$ cat src/rtl/spy_bus_pkg.sv
// Shared definitions for the spy register bus arbiter.
//   state_t : arbiter FSM encoding (IDLE=0, ISSUE=1, WAIT=2, DONE=3)
//   SPY_AW  : spy bus address width
//   SPY_DW  : spy bus data width
package spy_bus_pkg;

    localparam int SPY_AW = 4;
    localparam int SPY_DW = 16;

    typedef enum logic [1:0] {
        IDLE  = 2'd0,
        ISSUE = 2'd1,
        WAIT  = 2'd2,
        DONE  = 2'd3
    } state_t;

endpackage

$ cat src/rtl/spy_rr_pick2.sv
// Two-way round-robin picker for spy bus masters.
//   req[1:0] in  : pending requests
//   rr       in  : requester favoured when both are pending
//   win      out : index of the chosen requester (meaningful when any=1)
//   any      out : at least one request pending
module spy_rr_pick2
    import spy_bus_pkg::*;
(
    input  logic [1:0] req,
    input  logic       rr,
    output logic       win,
    output logic       any
);

    always_comb begin
        // NOTE: every output gets a value on every path, so no latch is inferred.
        any = |req;
        win = req[1];
        if (req == 2'b11) begin
            win = rr;
        end
    end

endmodule

$ cat src/rtl/spy_bus_arbiter.sv
// Two-port arbiter and sequencer for the 16-bit spy register bus.
// Each requester runs a four-phase req/ack handshake; the block issues one
// single-cycle dbread/dbwrite strobe per transaction and captures read data
// RD_LAT cycles after the strobe cycle.
//   clk, reset              : clock, asynchronous active-high reset
//   req/we/addr/wdata 0,1   : requester inputs, stable while req is high
//   ack0, ack1              : completion, held until the matching req drops
//   rdata                   : captured read data, valid while an ack is high
//   gnt, busy               : owning requester, FSM not idle
//   dbread, dbwrite         : spy bus strobes
//   eadr, spy_out           : spy address / write data, zero outside the strobe
//   spy_in                  : spy bus read data
module spy_bus_arbiter
    import spy_bus_pkg::*;
#(
    parameter int RD_LAT = 1
) (
    input  logic              clk,
    input  logic              reset,
    input  logic              req0,
    input  logic              req1,
    input  logic              we0,
    input  logic              we1,
    input  logic [SPY_AW-1:0] addr0,
    input  logic [SPY_AW-1:0] addr1,
    input  logic [SPY_DW-1:0] wdata0,
    input  logic [SPY_DW-1:0] wdata1,
    output logic              ack0,
    output logic              ack1,
    output logic [SPY_DW-1:0] rdata,
    output logic              gnt,
    output logic              busy,
    output logic              dbread,
    output logic              dbwrite,
    output logic [SPY_AW-1:0] eadr,
    output logic [SPY_DW-1:0] spy_out,
    input  logic [SPY_DW-1:0] spy_in
);

    localparam logic [2:0] LAT3 = 3'(RD_LAT);

    state_t            state;
    logic              rr;
    logic              cur_we;
    logic [2:0]        cnt;

    logic              win;
    logic              any;
    logic              pick_we;
    logic [SPY_AW-1:0] pick_addr;
    logic [SPY_DW-1:0] pick_wdata;
    logic              own_req;
    logic              capture_now;

    spy_rr_pick2 u_pick (
        .req ({req1, req0}),
        .rr  (rr),
        .win (win),
        .any (any)
    );

    assign pick_we    = win ? we1    : we0;
    assign pick_addr  = win ? addr1  : addr0;
    assign pick_wdata = win ? wdata1 : wdata0;
    assign own_req    = gnt ? req1   : req0;

    // The edge that samples spy_in: the end of ISSUE when there is no read
    // latency, otherwise the edge on which the wait count would reach zero.
    assign capture_now = ((state == ISSUE) && (RD_LAT == 0)) ||
                         ((state == WAIT)  && (cnt == 3'd1));

    // NOTE: all state here is plain flops, so every register is cleared by the
    // asynchronous reset; an aborted transaction leaves nothing behind.
    always_ff @(posedge clk or posedge reset) begin
        if (reset) begin
            state   <= IDLE;
            rr      <= 1'b0;
            cur_we  <= 1'b0;
            cnt     <= 3'd0;
            ack0    <= 1'b0;
            ack1    <= 1'b0;
            rdata   <= '0;
            gnt     <= 1'b0;
            busy    <= 1'b0;
            dbread  <= 1'b0;
            dbwrite <= 1'b0;
            eadr    <= '0;
            spy_out <= '0;
        end else begin
            // NOTE: non-blocking assignments keep every register updating from
            // pre-edge values, independent of statement order.
            case (state)
                IDLE: begin
                    if (any) begin
                        state   <= ISSUE;
                        gnt     <= win;
                        busy    <= 1'b1;
                        cur_we  <= pick_we;
                        // Strobe registered here so it is visible during ISSUE.
                        dbread  <= ~pick_we;
                        dbwrite <= pick_we;
                        eadr    <= pick_addr;
                        spy_out <= pick_we ? pick_wdata : '0;
                    end
                end
                ISSUE, WAIT: begin
                    if (state == ISSUE) begin
                        dbread  <= 1'b0;
                        dbwrite <= 1'b0;
                        eadr    <= '0;
                        spy_out <= '0;
                        cnt     <= LAT3;
                    end else begin
                        cnt     <= cnt - 3'd1;
                    end
                    if (capture_now) begin
                        state <= DONE;
                        ack0  <= ~gnt;
                        ack1  <= gnt;
                        if (!cur_we) begin
                            rdata <= spy_in;
                        end
                    end else begin
                        state <= WAIT;
                    end
                end
                DONE: begin
                    if (!own_req) begin
                        state <= IDLE;
                        ack0  <= 1'b0;
                        ack1  <= 1'b0;
                        busy  <= 1'b0;
                        rr    <= ~gnt;
                    end
                end
                default: state <= IDLE;
            endcase
        end
    end

endmodule

$ cat config.mk
export PLATFORM = sky130hd
export DESIGN_NAME = spy_bus_arbiter
export DESIGN_NICKNAME = d
export VERILOG_FILES = /design/src/rtl/spy_bus_pkg.sv /design/src/rtl/spy_rr_pick2.sv /design/src/rtl/spy_bus_arbiter.sv
export SDC_FILE = /design/constraint.sdc
export NUM_CORES = 1
export LEC_CHECK = 0
export BUFFER_PORTS_ARGS = -buffer_cell sky130_fd_sc_hd__buf_4
export CORE_MARGIN = 2
export CORE_UTILIZATION = 30
export CTS_BUF_LIST = sky130_fd_sc_hd__clkbuf_16
export DETAILED_ROUTE_END_ITERATION = 16
export GPL_ROUTABILITY_DRIVEN = 0
export PLACE_DENSITY = 0.53
export REMOVE_ABC_BUFFERS = 1
export SYNTH_ARGS = -nofsm -noshare
export SYNTH_HDL_FRONTEND = slang
export SYNTH_SLANG_ARGS = --single-unit
$ cat constraint.sdc
create_clock -name clk -period 2.3 [get_ports clk]
set_input_delay 0.345 -clock clk [delete_from_list [all_inputs] [get_ports clk]]
set_output_delay 0.345 -clock clk [all_outputs]
set_load 0.01 [all_outputs]
==> impl.org, run 1 <==
** Drt
- The routed design has between 5 and 6 mm of wire.
- Once detail routing completed, the nets flagged for antenna violations numbered 0.
- Via count normalized by instance count :: 4.585
- The detailed router finished its first iteration with 48 violations.
- DRC viols :: 0
- Post-DR wirelength/cell :: about 14 um
- Total number of vias :: 1,857
- Router iterations before antenna repair :: 4

** Power
- Across the VDD grid, the largest voltage drop is 0.4055 mV.
- Clock power frac :: 0.181
- Share of total power in sequential cells :: 0.344
- NetSw :: between 1500 and 2000 uW
- Combinational share of power :: 0.475
- In this run the static leakage power is 0.001828 uW.
- Sw Share :: 0.3445
- Pwr per Cell Area :: about 1300 nW/um2
- Internal Dissipation :: 2924 uW

** Timing
- The worst pin sits at a relative slew slack of 0.5435.
- Fin crit period :: 2.117 ns
- Across the routed clock network, the largest skew measured is between 0.005 and 0.006 ns.
- Fmax :: 472.4 MHz
- Dividing the final minimum period by the clock period gives 0.9203.
- Minimum hold slack :: 0.1085 ns
- The final count of hold timing violations was 0.
- Transition time at the pin with the least slew margin :: 0.6840 ns
- For the final routed database, the setup TNS stands at 0 ns.
- Number of setup violations in the final report :: 0
- Setup repair after global routing left no endpoint under its margin.
- Count of final max-slew check failures :: 0

** Worst setup path
- In this run the critical register-to-register path is captured at spy_out[11].
- Launch point of the worst reg-to-reg path :: state[0]
- Path depth of the worst reg2reg path :: 7
- Capture point of the worst path :: spy_out[11]
- CP startpoint :: state[0]
- Signal arrival time at the worst endpoint :: between 2 and 2.5 ns
- Kind of critical path :: flop to flop
- STA classifies the critical path startpoint as a flop.
- Worst reg-to-reg setup slack :: 0.18 ns
- Worst-path fanout max :: 19
- STA puts the critical path data required time at ~2.5 ns.
- The worst setup path is captured at a flop.

** Clock network
- Clock transition at path regs :: 0.06 ns
- The number of clock buffers added by TritonCTS is 5.
- Deepest level of the CTS H-tree :: 2
- Max clock buf depth :: 2
- TritonCTS built the clock tree.
- Hold repair after CTS inserted 0 buffers.
- Clock latency on the worst-skew pair, taken at its later pin, is 0.28 ns.
- Clock Root Buffer :: sky130_fd_sc_hd__clkbuf_16
- Post-CTS timing repair inserted 0 buffers for setup.
- For this design, the sink count on the clock tree is 49.
- Post-CTS repair changed the size of 0 cells.

** Logic synthesis
- Dominant cells by area after synthesis :: sky130_fd_sc_hd__dfrtp_1 (53%), sky130_fd_sc_hd__mux2_2 (7.3%), sky130_fd_sc_hd__a22o_1 (6.8%), sky130_fd_sc_hd__a21o_1 (5.5%), sky130_fd_sc_hd__ha_1 (3.8%)
- Largest family of logic cells by synthesized area :: compound AO/OA/AOI/OAI gates
- Most repeated cell in the gate-level netlist after synthesis :: sky130_fd_sc_hd__dfrtp_1
- Summing every instance area after synthesis gives 2326 um2.
- The synthesized design spends more area on one cell type than any other, namely sky130_fd_sc_hd__dfrtp_1.
- Mux contribution to synthesized area :: 0.1130
- Yosys printed 0 warnings.
- Counting instances in the post-synthesis netlist gives the leading cell types as sky130_fd_sc_hd__dfrtp_1 (49), sky130_fd_sc_hd__a22o_1 (18), sky130_fd_sc_hd__a21o_1 (17), sky130_fd_sc_hd__nand2_1 (16), sky130_fd_sc_hd__o21ai_0 (16).
- Of all flip-flops after synthesis, the portion carrying an async set or reset was 1.000.
- A synthesized cell averages 12.05 um2.
- The synthesized design contains 49 register bits.
- Number of enable-type register cells in the synthesized netlist :: 0
- Of the total synthesized cell area, the portion taken by AND, OR, NAND and NOR gates is 0.07154.
- Post-Synthesis Cells :: 193
- For this run, the register share of the synthesized area comes to 0.5272.
- The share of synthesized area in the top cell type comes to 0.5272.
- Xor and xnor area share after synthesis :: 0
- Distinct cell type count of the synthesized netlist :: 34
- Post-synth top flop :: sky130_fd_sc_hd__dfrtp_1
- Synthesized-area fraction occupied by ao, oa, aoi and oai cells :: 0.2044
- Of the total synthesized cell area, the portion taken by full adders, half adders and majority gates is 0.03765.

** Finish
- Diodes inserted :: 0
- After the flow finishes, the layout carries non-filler instances totaling roughly 410.
- Share of layout cells above drive strength 1 :: 0.4620
- Final net count :: 371
- Relative to the synthesized area, the layout overhead comes to 45.29%.
- Post-layout util :: 0.4442

** Global route
- The first global-routing pass estimated 8.894 mm of wire.
- Across every metal layer, demand over resource in global routing totals 0.1313.
- Overflow after GRT :: 0
- Number of antenna violations at the first check in global routing :: 0
- Vias in the first global route :: 1,828
- Pin count of the biggest net entering global routing :: 25

** Die
- Width of the die :: 92.05 um
- Number of core rows :: 32
- The die covers 8473 um2.
- Ports :: 104
- The core region is 7607 um2.
- Die Y-Extent :: 92.05 um
- For this configuration, the core starts out at a cell density of 0.3058.

** Job
- Max cap viols :: 0

** Placement
- During placement, the flow inserted port buffers numbering 103.
- Number of placed cells counting well taps :: 397
- Once detailed placement completed, the half-perimeter wirelength came to 4.167 mm.

** Outcome
- The run finished with clean final reports.

** Min path
- The min-delay analysis places its worst path in the category primary input to asynchronous set/reset pin.
==> routing by layer <==
metal / up-vias / share of wire / GRT usage
met5: - / 0 / 0
met4: 0 / 0.0065 / 0.03731
met3: 4 / 0.063 / 0.03615
met2: 59 / 0.47 / 0.2077
met1: 886 / 0.46 / 0.1767
li1: 908 / - / -
==> flip-flops by register name, summed over array words and instances, names as in the netlist <==
name     flops
ack0         1
ack1         1
busy         1
cnt          3
cur_we       1
dbread       1
dbwrite      1
eadr         4
gnt          1
rdata       16
rr           1
spy_out     16
state        2
==> kinds of logic (layout without fill, tap and decap cells) <==
| logic type | after synthesis | in the layout |
|---|---|---|
| AND/OR/NAND/NOR | 31 | 31 |
| buffers and inverters | 19 | 129 |
| flip-flops | 49 | 49 |
| multiplexers | 24 | 24 |
| AO/OA/AOI/OAI | 63 | 63 |
| adder cells (fa/ha/maj) | 7 | 7 |
==> area by class of cell <==
class,instances,area [um2]
Inverter,10,37.54
Clock buffer,5,125.1
Fill cell,770,4228
Timing Repair Buffer,111,833.3
Clock inverter,3,37.54
Multi-Input combinational cell,125,992.2
Tap cell,102,127.6
Sequential cell,49,1226
==> power groups by stage <==
stage,combinational (uW),sequential [uW],clock [uW]
finish,2120,1530,809
global route,2340,1600,871
CTS,2150,1540,837
detailed placement,2150,1550,0
global placement,2110,1550,0
floorplan,1070,1670,0
==> stage by stage <==
step | setup WS, ns | total power (uW) | instance area, um2
2_1_floorplan | 0.2752 | 2748 | 2256
3_3_place_gp | 0.2156 | 3661 | 3217
3_5_place_dp | 0.1719 | 3703 | 3217
4_1_cts | 0.1643 | 4528 | 3379
5_1_grt | 0.03247 | 4808 | 3379
6_report | 0.1833 | 4461 | 3379
==> worst min path at each step <==
stage          cells past startpoint          to       from
6_report                           2   rdata[13]      reset
5_1_grt                            2  spy_out[8]      reset
4_1_cts                            2    state[1]      reset
3_5_place_dp                       2    rdata[4]      reset
3_3_place_gp                       2  spy_out[7]      reset
2_1_floorplan                      1  spy_out[0]  wdata1[0]
==> worst max-delay path, cell delays in order, from the launching register on <==
cell	delay [ns]
sky130_fd_sc_hd__dfrtp_1	0.38
sky130_fd_sc_hd__inv_1	0.09
sky130_fd_sc_hd__ha_1	0.46
sky130_fd_sc_hd__nand2b_2	0.28
sky130_fd_sc_hd__a22o_1	0.19
sky130_fd_sc_hd__buf_4	0.20
sky130_fd_sc_hd__a22o_1	0.24
sky130_fd_sc_hd__a21o_1	0.16
==> placed cells by master (no fill, tap or decap), types with 3 or more instances in the layout <==
master	instances
sky130_fd_sc_hd__buf_4	111
sky130_fd_sc_hd__dfrtp_1	49
sky130_fd_sc_hd__a22o_1	18
sky130_fd_sc_hd__a21o_1	17
sky130_fd_sc_hd__nand2_1	16
sky130_fd_sc_hd__o21ai_0	16
sky130_fd_sc_hd__mux2_2	15
sky130_fd_sc_hd__inv_1	10
sky130_fd_sc_hd__ha_1	7
sky130_fd_sc_hd__mux2i_1	6
sky130_fd_sc_hd__clkbuf_16	5
sky130_fd_sc_hd__nor2_1	4
sky130_fd_sc_hd__mux2_1	3
sky130_fd_sc_hd__a21oi_1	3
Note: power is estimated with default switching activity, not from simulation.
==> inputs of run 2 (changes only) <==
- clock period: 2.3 -> 2.6 ns (I/O delays scaled with it)
==> run 2 against run 1 <==
- sequential power is 12% lower
- setup slack improved by 0.11 ns
- critical endpoint is now rdata[2]
- largest cell class unchanged
- global-route usage shrank 0.12 points
- fmax down 8.3%
- clock power is 1% higher
- sequential share of layout area about the same
==> impl.org, run 2 (synthesis results as in run 1) <==
** Outcome
- Outcome :: finished, final reports clean

** Finish
- Fillers :: 778 (+1.0%)
- Area growth from synthesis to final layout :: 45.19% (about the same)
- Registers with the most flip-flops :: rdata x16, spy_out x16, eadr x4
- The count of nets after finishing was 367 (-1.1%).
- Most used cells in the layout excluding fill and tap cells :: sky130_fd_sc_hd__buf_4 (107), sky130_fd_sc_hd__dfrtp_1 (49), sky130_fd_sc_hd__a22o_1 (18)
- The final non-filler cell area was 3377 um2 (about the same).
- The fraction of final layout cells sized beyond drive strength 1 is 0.4615 (-0.0005077).
- Most frequent standard cell in the layout excluding fill and tap cells :: sky130_fd_sc_hd__buf_4
- Diodes inserted :: 0 (unchanged)

** Job
- Max cap viols :: 0 (unchanged)

** Power
- Pwr per Cell Area :: 1190 nW/um2 (-9.8%)
- The worst IR drop on VDD came to 0.3842 mV (-5.3%).
- The static leakage was 0.001820 uW (-0.42%).

** Die
- The count of boundary I/O pins was 104 (unchanged).
- The cell row count is 32 (unchanged).
- The horizontal die dimension is 92.05 um (unchanged).
- Overall die area :: 8473 um2 (unchanged)
- Die Y-Extent :: 92.05 um (unchanged)
- The core outline area is 7607 um2 (unchanged).
- Starting density of the core :: 0.3058 (unchanged)

** Clock network
- Number of sinks on the clock net :: 49 (unchanged)
- The number of setup buffers added after CTS came to 0 (unchanged).
- TritonCTS built the clock tree.
- Number of CTS-inserted buffers :: 5 (unchanged)
- The tree is rooted in a sky130_fd_sc_hd__clkbuf_16.
- Number of buffers inserted by hold repair at cts :: 0 (unchanged)
- The clock-pin slew reported for the worst setup and hold paths after clock tree synthesis came to 0.06 ns (about the same).
- The later-pin clock latency in the skew report was 0.28 ns (about the same).
- Max clock buf depth :: 2 (unchanged)
- Number of resized instances in the post-cts repair step :: 0 (unchanged)
- Deepest level of the CTS H-tree :: 2 (unchanged)

** Worst setup path
- In this design, the largest share of critical-path delay is due to simple AND/OR/NAND/NOR gates.
- Signal arrival time at the worst endpoint :: 2.48 ns (+0.19 ns)
- Endpoint kind of the worst setup timing path :: flop
- Worst reg2reg endpoint :: rdata[2]
- The reg-to-reg setup timing slack came to 0.29 ns (+0.11 ns).
- The slowest stage of the critical path belongs to the cell sky130_fd_sc_hd__ha_1.
- The delay of the slowest critical-path stage came to 0.55 ns (+0.09 ns).
- Capture point of the worst path :: rdata[2]
- Total stage count of the critical path :: 5 (-2)
- Traced cell by cell, the critical path runs through inv_1, ha_1, nand4b_2, nor2_4, mux2_2.
- The critical path in this run is classified as flop to flop.
- In this run the worst setup path begins at state[0].
- Path depth of the worst reg2reg path :: 5 (-2)
- Launch point of the worst reg-to-reg path :: state[0]
- Critical path buffers and inverters :: 1 (-1)
- The required time at the worst-slack endpoint is 2.77 ns (+0.30 ns).
- Critical Path Start Type :: flop
- The highest net fanout along the worst path came to 16 (-3).

** Timing
- The worst-case headroom to the max-slew limit was 0.5887 (+0.04520).
- The final count of hold timing violations was 0 (unchanged).
- Setup TNS :: 0 ns (unchanged)
- The final clock period utilization by the worst path was 0.8882 (-0.03208).
- The worst setup margin came to 0.2906 ns (+0.1073 ns).
- The number of endpoints failing setup at the final stage came to 0 (unchanged).
- Fin crit period :: 2.309 ns (+0.1927 ns)
- Final clock skew :: 0.002100 ns (-0.002935 ns)
- The maximum frequency from static timing analysis is 433.0 MHz (-8.3%).
- Setup repair after global routing left no endpoint under its margin.
- The count of pins over their slew limit was 0 (unchanged).
- The measured slew at the worst slew-check pin was 0.6170 ns (-0.06706 ns).
- The final-layout worst hold slack is 0.2751 ns (+0.1667 ns).

** Global route
- Pin count of the biggest net entering global routing :: 50 (+100%)
- Wire length of the first global-routing pass :: 8.838 mm (-0.63%)
- The overall routing resource usage came to 0.1301 (-0.001200).
- The number of global-route vias before repair came to 1,836 (+0.44%).
- Overflow after GRT :: 0 (unchanged)
- Number of antenna violations at the first check in global routing :: 0 (unchanged)

** Placement
- The total of buffers placed on input and output ports is 103 (unchanged).
- The area after detailed placement was 3187 um2 (-0.93%).
- Setup slack at placement :: 0.2877 ns (+0.1158 ns)
- The half-perimeter wire length after placement is 3.887 mm (-6.7%).

** Drt
- Post-route antenna net violation count :: 0 (unchanged)
- Detailed Route Iter0 Violations :: 57 (+19%)
- DRC viols :: 0 (unchanged)
- Post-DR wirelength/cell :: 13.61 um (-1.0%)
- The total wire length after detailed routing is 5.456 mm (-2.0%).
- The number of vias per cell after detailed routing is 4.721 (+3.0%).
- The via count of the routed design was 1,893 (+1.9%).
- Router iterations before antenna repair :: 4 (unchanged)

** Min path
- The min-delay analysis places its worst path in the category primary input to asynchronous set/reset pin.
## run 2: changes by cell type in the layout (fill, tap and decap cells not counted), sizes merged
cell | before | now
buf | 111 | 107
bufinv | 1 | 2
inv | 11 | 10
## run 2: area by class of cell
cell class | count | area, um2 | share of cell area
inverter | 10 | 37.54 | 0.01112
timing repair buffer | 107 | 803.3 | 0.2379
clock inverter | 3 | 65.06 | 0.01927
sequential | 49 | 1226 | 0.3631
clock buffer | 5 | 125.1 | 0.03705
tap | 102 | 127.6 | 0.03779
multi-input combinational | 125 | 992.2 | 0.2938
## run 2: power breakdown
part / internal, uW / switching, uW / leakage, uW
Sequential: 1120 / 229 / 0.000615
Clock: 549 / 269 / 0.0000938
Combinational: 990 / 858 / 0.00111
## run 2: per-layer routing
metal / up-vias / wire [um] / global-route usage
met5: - / 0 / 0
met3: 5 / 380 / 0.03615
met2: 63 / 2575 / 0.2157
met4: 0 / 61 / 0.03731
met1: 920 / 2439 / 0.1664
li1: 905 / - / -
## run 2: worst min-delay path by stage
stage                  endpoint  slack [ns]  depth (start not counted)
finish                 rdata[2]        0.28                          3
global route         spy_out[4]        0.30                          2
CTS                 spy_out[11]        0.30                          2
detailed placement    rdata[14]        0.48                          1
global placement        eadr[0]        0.47                          2
floorplan                cnt[2]        0.48                          1
## run 2: tightest hold or removal path, delay by kind of cell
family / cells / cell delay [ns]
buffers and inverters: 3 / 0.64
## run 2: metrics by stage
step	cells	power [uW]	util
final	401	4019	0.4439
after global routing	401	4329	0.4439
after CTS	401	4093	0.4439
after detailed placement	393	3243	0.4189
after global placement	393	3210	0.4189
after floorplan	184	2431	-
